### src/rtl/timer_pkg.sv
// Shared types and parameter limits for the multi-channel auxiliary timer bank.
package timer_pkg;

  typedef enum logic {
    ONE_SHOT = 1'b0,
    PERIODIC = 1'b1
  } tmr_mode_e;

  localparam int N_CH_MIN     = 1;
  localparam int N_CH_MAX     = 16;
  localparam int WIDTH_MIN    = 2;
  localparam int WIDTH_MAX    = 16;
  localparam int PRESCALE_MIN = 1;
  localparam int PRESCALE_MAX = 256;

  // Prescaler counter width; a divider of 1 still needs a 1-bit register.
  function automatic int psc_width(input int prescale);
    return (prescale > 1) ? $clog2(prescale) : 1;
  endfunction

endpackage

### src/rtl/aux_timer_ch.sv
// One timer channel: loadable down-counter with one-shot or auto-reload
// behaviour and a registered single-cycle expiry pulse.
module aux_timer_ch
  import timer_pkg::*;
#(
  parameter int WIDTH = 8
) (
  input  logic             clk,
  input  logic             resetN,
  input  logic             step,
  input  logic             ena,
  input  logic             loadN,
  input  tmr_mode_e        mode,
  input  logic [WIDTH-1:0] data,
  output logic [WIDTH-1:0] count,
  output logic             expire
);

  logic [WIDTH-1:0] count_q, count_d;
  logic [WIDTH-1:0] reload_q, reload_d;
  logic             expire_q, expire_d;

  // Next state: load beats count; a count of 0 is a resting state in both modes.
  always_comb begin
    count_d  = count_q;
    reload_d = reload_q;
    expire_d = 1'b0;
    if (!loadN) begin
      count_d  = data;
      reload_d = data;
    end else if (ena && step) begin
      if (count_q > WIDTH'(1)) begin
        count_d = count_q - WIDTH'(1);
      end else if (count_q == WIDTH'(1)) begin
        expire_d = 1'b1;
        count_d  = (mode == PERIODIC) ? reload_q : '0;
      end
    end
  end

  // State registers; reset also drops any expiry that would have fired this edge.
  always_ff @(posedge clk) begin
    if (!resetN) begin
      count_q  <= '0;
      reload_q <= '0;
      expire_q <= 1'b0;
    end else begin
      count_q  <= count_d;
      reload_q <= reload_d;
      expire_q <= expire_d;
    end
  end

  assign count  = count_q;
  assign expire = expire_q;

endmodule

### src/rtl/multi_aux_timer.sv
// Bank of N_CH independent down-counter timers sharing one prescaled tick.
module multi_aux_timer
  import timer_pkg::*;
#(
  parameter int N_CH     = 4,
  parameter int WIDTH    = 8,
  parameter int PRESCALE = 1
) (
  input  logic                  clk,
  input  logic                  resetN,
  input  logic                  tick,
  input  logic [N_CH-1:0]       ena_cnt,
  input  logic [N_CH-1:0]       loadN,
  input  logic [N_CH-1:0]       mode,
  input  logic [N_CH*WIDTH-1:0] data_in,
  output logic [N_CH-1:0]       tc,
  output logic [N_CH-1:0]       expire,
  output logic                  any_tc
);

  localparam int PSC_W = psc_width(PRESCALE);

  if (N_CH < N_CH_MIN || N_CH > N_CH_MAX ||
      WIDTH < WIDTH_MIN || WIDTH > WIDTH_MAX ||
      PRESCALE < PRESCALE_MIN || PRESCALE > PRESCALE_MAX) begin : g_bad_param
    $error("multi_aux_timer: parameter out of range");
  end

  logic [PSC_W-1:0] psc_q, psc_d;
  logic             step;

  assign step = tick && (psc_q == PSC_W'(PRESCALE - 1));

  // Prescaler advances on every tick and wraps after the step; loads never touch it.
  always_comb begin
    psc_d = psc_q;
    if (tick) begin
      psc_d = step ? '0 : psc_q + PSC_W'(1);
    end
  end

  // Prescaler register.
  always_ff @(posedge clk) begin
    if (!resetN) begin
      psc_q <= '0;
    end else begin
      psc_q <= psc_d;
    end
  end

  for (genvar i = 0; i < N_CH; i++) begin : g_ch
    logic [WIDTH-1:0] count;

    aux_timer_ch #(
      .WIDTH (WIDTH)
    ) u_ch (
      .clk    (clk),
      .resetN (resetN),
      .step   (step),
      .ena    (ena_cnt[i]),
      .loadN  (loadN[i]),
      .mode   (tmr_mode_e'(mode[i])),
      .data   (data_in[i*WIDTH +: WIDTH]),
      .count  (count),
      .expire (expire[i])
    );

    // Terminal count is held low during reset regardless of register contents.
    assign tc[i] = (count == '0) && resetN;
  end

  assign any_tc = |tc;

endmodule

### config.mk
export PLATFORM = sky130hd
export DESIGN_NAME = multi_aux_timer
export DESIGN_NICKNAME = d
export VERILOG_FILES = /design/src/rtl/timer_pkg.sv /design/src/rtl/aux_timer_ch.sv /design/src/rtl/multi_aux_timer.sv
export SDC_FILE = /design/constraint.sdc
export NUM_CORES = 1
export LEC_CHECK = 0
export CORE_MARGIN = 3
export CORE_UTILIZATION = 64
export CTS_CLUSTER_DIAMETER = 30
export DETAILED_ROUTE_END_ITERATION = 16
export DONT_BUFFER_PORTS = 1
export PLACE_DENSITY = 0.77
export SYNTH_ARGS = -nofsm -noshare
export SYNTH_HDL_FRONTEND = slang
export SYNTH_HIERARCHICAL = 1
export SYNTH_SLANG_ARGS = --single-unit
### constraint.sdc
create_clock -name clk -period 2.6 [get_ports clk]
set_clock_uncertainty 0.15 [all_clocks]
set_input_delay 0 -clock clk [delete_from_list [all_inputs] [get_ports clk]]
set_output_delay 0 -clock clk [all_outputs]
set_load 0.05 [all_outputs]
==> results by stage, run 1 <==
Logic synthesis:
- Measured against the total synthesized area, the mux share comes to 0.0199.
- For this run, asynchronously set or reset flops after synthesis account for 0.
- Yosys mapped the design onto just under 50 distinct sky130hd cell types.
- After technology mapping, the gate count stands at roughly 480.
- In the synthesized netlist the dominant register cell turns out to be dfxtp_1.
- The count of flip-flops with a built-in enable after synthesis is 0.
- The post-synthesis area per instance is between 8 and 9 sq um.
- dfxtp_1 is the most common cell in the netlist.
- When the netlist entered floorplanning its net count stood at 531.
- The biggest area contributor in the post-synthesis netlist is dfxtp_1.
- Of the total synthesized cell area, the portion taken by XOR and XNOR cells is 0.0174.
- The post-synthesis sequential area ratio is 0.342.
- Of the total synthesized cell area, the portion taken by AND, OR, NAND and NOR gates is 0.289.
- The combinational family with the most area after synthesis is simple AND/OR/NAND/NOR gates.
- In the post-synthesis netlist, the biggest area contributors are dfxtp_1 34%, a21oi_1 4.5%, nand2_1 3.7%.
- In the synthesized netlist, the cells that appear most often are 69 x dfxtp_1, 40 x nand2_1, 39 x nor2_1, 36 x a21oi_1, 21 x nor2b_1.
- The total number of yosys warnings is 6.
- Summing every instance area after synthesis gives approximately 4000 sq um.
- The area fraction of the dominant cell type after synthesis is 0.342.
- In this run, synthesis produced a sequential element count of just under 70.
- Of the total synthesized cell area, the portion taken by full adders, half adders and majority gates is 0.0248.
- The share of the synthesized area in compound gates (AO/OA/AOI/OAI) is 0.267.

Power and ir drop:
- The total power divided by cell area is approximately 630 nW/um^2.
- The largest vdd supply drop is ~0.51 mV.
- The total power of the final layout is 3.08 mW.
- The total leakage power is just under 2 nW.

Clock network:
- The CTS buffer count is 9.
- The source-to-sink clock delay at the later pin of the worst-skew pair is approximately 340 ps.
- The TritonCTS clock tree is built.
- The clock passes through at most 2 buffers.
- Clock tree synthesis selected as its root buffer the cell clkbuf_8.
- The clock slew seen by the registers of the worst setup and hold paths is about 70 ps.
- The TritonCTS sink count is a little under 70.
- Post-CTS timing repair inserted 0 buffers for setup.
- The clock tree synthesis step divided the H-tree into 3 levels.

Final layout:
- Measured on the finished design, the core utilization comes to 0.812.
- The net count of the finished layout is 578.
- The post-layout instance area is 4890 sq um.
- The layout cell share with drive strength beyond 1 is 0.100.
- The fill cell total of the finished layout is 370.
- Relative to the synthesized area, the layout overhead comes to 21.3%.
- The final antenna diode count is 0.

Placed design:
- The weighted congestion at the end of routability-driven global placement is ~0.94.
- The placed wire-length estimate after detailed placement is slightly below 7000 um.
- Summing all placed instances gives a cell area of around 4000 sq um.
- Input and output buffers added on the ports amount to 0.

Timing:
- The pin slew with the least headroom to its limit is about 860 ps.
- Dividing the final minimum period by the clock period gives 0.958.
- The number of max-slew violations in the final report came to 0.
- Adding up every negative setup slack in the final design gives 0 ps.
- The worst pin sits at a relative slew slack of 0.425.
- The total of endpoints with negative setup slack in the final report is 0.
- The worst path in the final design needs a cycle of 2490 ps, including I/O delays and setup.
- The fmax is roughly 400 MHz.
- On the final layout, the worst hold slack is -0.726 ps.
- The final-report hold violation count is 1.

Drt:
- The uppermost metal layer occupied by signal nets is met4.
- The final route contains approximately 4200 vias.
- After detailed routing, the total wire length is about 11000 um.
- Summed over all nets, wire length on met3 after detailed routing comes to around 1100 um.
- The count of unresolved DRC violations after routing is 0.
- The detailed router put a total of roughly 4600 um of wire on met1.
- The number of nets still failing antenna checks after routing is 0.
- The detailed-route vias per instance is between 6 and 7.
- The number of DRC markers after the initial detailed-route iteration is ~340.
- After detailed routing, the average wire length per cell comes to between 15 and 20 um.
- The wire length on met2 is 5270 um.
- The detailed-routing iteration count for the pre-antenna-repair pass is 5.

Critical path:
- The data arrival time of the critical path is ~2600 ps.
- The worst setup path is captured at a flip-flop.
- At the worst endpoint, the required time is 2670 ps.
- The path type of the worst setup path is flip-flop to flip-flop.
- Along the worst path, the maximum fanout reaches 9.
- STA classifies the critical path startpoint as a flip-flop.

Die:
- The number of cell rows is 28.
- 56 I/O pins were placed.
- The floorplan step set the die width to about 85 um.
- Measured along the y axis, the die boundary spans 85.4 um.
- The core region is 6030 sq um.
- For this configuration, the core starts out at a cell density of 0.669.
- The overall die area is 7290 sq um.

Job:
- Max-cap violations in this run came to 0.

Global route:
- The via count of the first global-routing pass is 3905.
- Entering global routing, the biggest net connects 42 pins.
- The first-pass GRT wire length is ~19000 um.
- The number of antenna violations at the first check in global routing came to 0.
- Summed over all layers, the global routing overflow is 0.
- Across every metal layer, demand over resource in global routing totals 0.314.

Status:
- The checks that failed: hold timing.
- The flow ran to the end, but the final reports show violations.

Min path:
- In this run the worst hold path is classified as input port to flip-flop.
cells by family after synthesis:
family,after synthesis
AND/OR/NAND/NOR,195
AO/OA/AOI/OAI,148
flip-flops,69
buffers and inverters,40
XOR/XNOR,8
multiplexers,8
adder cells (fa/ha/maj),8
layout by cell type, fill, tap and decap left out, drive strengths merged, types with 16 or more instances in the layout:
cell,instances
dlygate4sd3,52
nand2,40
nor2,39
inv,20
nand4,16
dfxtp,69
a21oi,36
nor2b,21
what timing repair did:
| action | in CTS | in global routing |
|---|---|---|
| resized for setup | 0 | 8 |
| hold buffers | 55 | 0 |
| hold endpoints to repair | 69 | 0 |
| setup endpoints to repair | 0 | 5 |
metal layers:
layer / global-route usage / vias up
met5: 0 / -
met1: 0.413 / 1934
met2: 0.504 / 286
met3: 0.0573 / 47
met4: 0.135 / 0
li1: - / 1927
path summary, 6_finish.rpt:
check / slack [ps] / to / cells after the start / from
worst max register to register: 110 / g_ch[2].u_ch/count[6]$_SDFFE_PN0P_ / 7 / g_ch[2].u_ch/count[1]$_SDFFE_PN0P_
worst min register to register: 320 / g_ch[3].u_ch/reload_q[0]$_SDFFE_PN0N_ / 2 / g_ch[3].u_ch/reload_q[0]$_SDFFE_PN0N_
worst max-delay path: 110 / g_ch[2].u_ch/count[6]$_SDFFE_PN0P_ / 7 / g_ch[2].u_ch/count[1]$_SDFFE_PN0P_
worst min-delay path: -0.7 / g_ch[0].u_ch/count[2]$_SDFFE_PN0P_ / 3 / data_in[2]
layout make-up:
cell class	count	area (sq um)	share of cell area
Tap cell	75	93.8	0.0192
Multi-Input combinational cell	367	2520	0.515
Inverter	20	75.1	0.0153
Clock inverter	6	110	0.0225
Sequential cell	69	1380	0.283
Timing Repair Buffer	56	573	0.117
Clock buffer	10	138	0.0281
where the power goes:
group          leakage (nW)  internal, mW  switching (mW)  total, mW
logic                  1.23         0.353           0.399      0.752
clock network         0.119         0.662           0.416       1.08
registers             0.570          1.13           0.118       1.25
total                  1.92          2.14           0.933       3.08
worst max-delay path, cell delays in order, from the launching register on:
cell	delay, ps
dfxtp_2	370
inv_1	90
ha_1	360
nor4b_2	360
a21oi_1	170
nor3_1	210
a211oi_1	80
dlygate4sd3_1	580
per-stage QoR:
step,std cells,setup slack [ps]
2_1_floorplan,476,667
3_3_place_gp,532,446
3_5_place_dp,532,426
4_1_cts,603,23.0
5_1_grt,603,-0.258
6_report,603,110
state kept, by name, indices dropped and copies added (netlist names):
signal	count
g_ch.u_ch/count	32
psc_q	1
g_ch.u_ch/expire	4
g_ch.u_ch/reload_q	32
(Power assumes the default switching activity.)
==> inputs of run 2 (changes only) <==
--- a/config.mk
+++ b/config.mk
@@ -5,7 +5,7 @@
 export SDC_FILE = /design/constraint.sdc
 export NUM_CORES = 1
 export LEC_CHECK = 0
-export CORE_MARGIN = 3
+export CORE_MARGIN = 10
 export CORE_UTILIZATION = 64
 export CTS_CLUSTER_DIAMETER = 30
 export DETAILED_ROUTE_END_ITERATION = 16
==> run 2 against run 1 <==
The flow still finishes with violations (hold timing). Worst hold slack got worse by 12 ps. Sequential cell count did not move. Die area rose by 35%. Total power fell by 0.74%. Register-to-register slack improved by 50 ps. Count of clock-buffer cells in the layout fell by 1. Fmax rose by 0.99%. Sequential power barely moved. Critical path depth fell by 2. Core utilization fell by 0.85 points. Via count fell by 1.4%. Sequential share of layout area rose by 0.25 points. Critical endpoint is now g_ch[2].u_ch/reload_q[2]$_SDFFE_PN0N_. Largest cell class unchanged.
==> results by stage, run 2 (synthesis gave the netlist of run 1 again) <==
Status:
- The flow ran to the end, but the final reports show violations.
- The checks that failed: hold timing.

Clock network:
- The tree is rooted in a clkbuf_8.
- The clock slew seen by the registers of the worst setup and hold paths is 80 ps (about the same).
- The source-to-sink clock delay at the later pin of the worst-skew pair came to 350 ps (about the same).
- The TritonCTS sink count came to 69 (unchanged).
- The H-tree depth was 3 (unchanged).
- The CTS buffer count is 9 (unchanged).
- The number of buffers added for setup after CTS is 0 (unchanged).
- The buffer depth of the longest clock path is 2 (unchanged).
- TritonCTS built the clock tree.

Placed design:
- The count of buffers inserted at the top-level ports is 0 (unchanged).
- The placed wire-length estimate after detailed placement was 7210 um (+5.8%).
- The instance area at placement came to 4050 sq um (unchanged).
- The weighted congestion at the end of routability-driven global placement is 0.983 (+4.6%).

Timing:
- The final period utilization is 0.948 (-0.00939).
- The minimum clock period after layout is 2470 ps (-24.4 ps).
- The pin slew with the least headroom to its limit is 885 ps (+21.5 ps).
- The number of max-slew violations in the final report is 0 (unchanged).
- The sum of negative setup slack came to 0 ps (unchanged).
- The total of endpoints with negative setup slack in the final report is 0 (unchanged).
- The final-report hold violation count is 1 (unchanged).
- Setup repair after global routing left no endpoint under its margin.
- The final hold slack is -12.4 ps (-11.7 ps).
- The fmax is 406 MHz (+0.99%).
- The worst-case headroom to the max-slew limit is 0.410 (-0.0143).

Critical path:
- The required time of the critical path is 2690 ps (+20 ps).
- The peak fanout along the critical path is 25 (+16).
- The number of cells traversed by the worst register-to-register path is 7 (unchanged).
- The sort of element at the end of the critical path is a flip-flop.
- The startpoint of the lowest-slack register-to-register path is g_ch[0].u_ch/count[1]$_SDFFE_PN0P_.
- The reg2reg setup slack is 160 ps (+50 ps).
- STA classifies the critical path startpoint as an input port.
- The worst setup path is of the input port to flip-flop kind.
- The end of the worst register-to-register path is g_ch[0].u_ch/count[6]$_SDFFE_PN0P_.
- The data arrival time of the critical path was 2550 ps (about the same).

Die:
- The number of I/O pins was 56 (unchanged).
- The width of the die was 99.4 um (+16%).
- The die extent in y was 99.4 um (+16%).
- The effective utilization at floorplan is 0.669 (unchanged).
- The number of cell rows is 28 (unchanged).
- The overall die area is 9880 sq um (+35%).
- The area of the core came to 6030 sq um (unchanged).

Drt:
- The detailed-routing iteration count for the pre-antenna-repair pass is 5 (unchanged).
- The count of unresolved DRC violations after routing is 0 (unchanged).
- The detailed-route vias per instance is 6.87 (-1.2%).
- The final wirelength is 11700 um (+3.5%).
- The number of DRC markers after the initial detailed-route iteration was 276 (-19%).
- The detail-routed net length per standard cell is 19.4 um (+3.7%).
- The total number of vias is 4135 (-1.4%).
- The number of nets still failing antenna checks after routing came to 0 (unchanged).

Min path:
- The worst hold path terminates at g_ch[0].u_ch/count[2]$_SDFFE_PN0P_.
- The class of the most critical hold timing path is input port to flip-flop.
- The start point of the worst hold path is data_in[2].
- The worst hold path depth is 3 (unchanged).

Power and ir drop:
- The total leakage power came to 1.89 nW (-1.5%).
- The total power divided by cell area is 631 nW/um^2 (+0.31%).
- The total power of the final layout was 3.05 mW (-0.74%).
- The largest vdd supply drop is 0.419 mV (-18%).

Global route:
- The pin count of the biggest net entering global routing is 42 (unchanged).
- The first-pass GRT wire length is 19200 um (+2.4%).
- The via count of the first global-routing pass came to 3879 (-0.67%).
- The remaining global-route overflow is 0 (unchanged).
- The number of antenna violations at the first check in global routing is 1 (+1).
- The total global-route track usage is 0.230 (-0.0844).

Final layout:
- The library cells used most frequently in the layout, excluding fill and tap cells, are 69 x dfxtp_1, 51 x dlygate4sd3_1, 40 x nand2_1.
- The layout cell share with drive strength beyond 1 is 0.0951 (-0.00532).
- The net count of the finished layout was 576 (-0.35%).
- The core occupancy in the finished layout is 0.804 (-0.00851).
- The layout overhead on the synthesized area is 20.0%.
- The post-layout instance area is 4840 sq um (-1.0%).
- Leaving out fill and tap cells, the most frequent cell in the layout is dfxtp_1.

Job:
- The number of violations of the max-capacitance limit is 0 (unchanged).
==> run 2: cell count changes in the layout (fill, tap and decap cells not counted), moves of 2 or more <==
| cell | delta |
|---|---|
| clkinvlp_4 | -2 |
| nor4b_1 | +2 |
| clkinv_2 | +2 |
| dfxtp_1 | +2 |
| dfxtp_2 | -2 |
==> run 2: per-stage QoR <==
stage,std cells,setup slack (ps)
2_1_floorplan,476,667
3_3_place_gp,532,444
3_5_place_dp,532,411
4_1_cts,601,17.5
5_1_grt,602,4.92
6_report,602,134
==> run 2: routing by layer <==
| layer | GRT usage | vias up | part of all wire |
|---|---|---|---|
| met3 | 0.0588 | 30 | 0.11 |
| met5 | 0 | - | 0 |
| met1 | 0.293 | 1896 | 0.40 |
| met4 | 0.0948 | 0 | 0.023 |
| li1 | - | 1926 | - |
| met2 | 0.360 | 283 | 0.47 |
==> run 2: what timing repair did <==
action,CTS,global route
hold buffers,53,0
hold endpoints to repair,69,0
setup endpoints to repair,0,2
gates resized for setup,0,3
==> run 2: cell type report <==
class	count	area, sq um
repair buffers	54	551
fillers	395	1180
multi-input cells	367	2500
well taps	75	93.8
inverters	20	75.1
clock buffers	9	124
clock inverters	7	114
diodes	1	2.50
flip-flops and latches	69	1380
==> run 2: worst max path at each step <==
stage | slack [ps] | end | startpoint | depth (start not counted)
2_1_floorplan | 670 | g_ch[2].u_ch/count[2]$_SDFFE_PN0P_ | g_ch[2].u_ch/count[1]$_SDFFE_PN0P_ | 6
3_3_place_gp | 440 | g_ch[2].u_ch/count[2]$_SDFFE_PN0P_ | g_ch[2].u_ch/count[1]$_SDFFE_PN0P_ | 6
3_5_place_dp | 410 | g_ch[2].u_ch/count[2]$_SDFFE_PN0P_ | g_ch[2].u_ch/count[1]$_SDFFE_PN0P_ | 6
4_1_cts | 20 | g_ch[0].u_ch/count[6]$_SDFFE_PN0P_ | g_ch[0].u_ch/count[0]$_SDFFE_PN0P_ | 7
5_1_grt | 5 | g_ch[0].u_ch/count[6]$_SDFFE_PN0P_ | g_ch[0].u_ch/count[1]$_SDFFE_PN0P_ | 7
6_report | 130 | g_ch[2].u_ch/reload_q[2]$_SDFFE_PN0N_ | loadN[2] | 5
==> run 2: critical path, stage by stage <==
cell           delay, ps
dlygate4sd3_1       1090
nor2b_1              100
dlygate4sd3_1        620
o21a_1               180
dlygate4sd3_1        560
==> run 2: report_power, final <==
part | internal [mW] | switching [mW]
Sequential | 1.13 | 0.116
Clock | 0.634 | 0.434
Combinational | 0.345 | 0.396
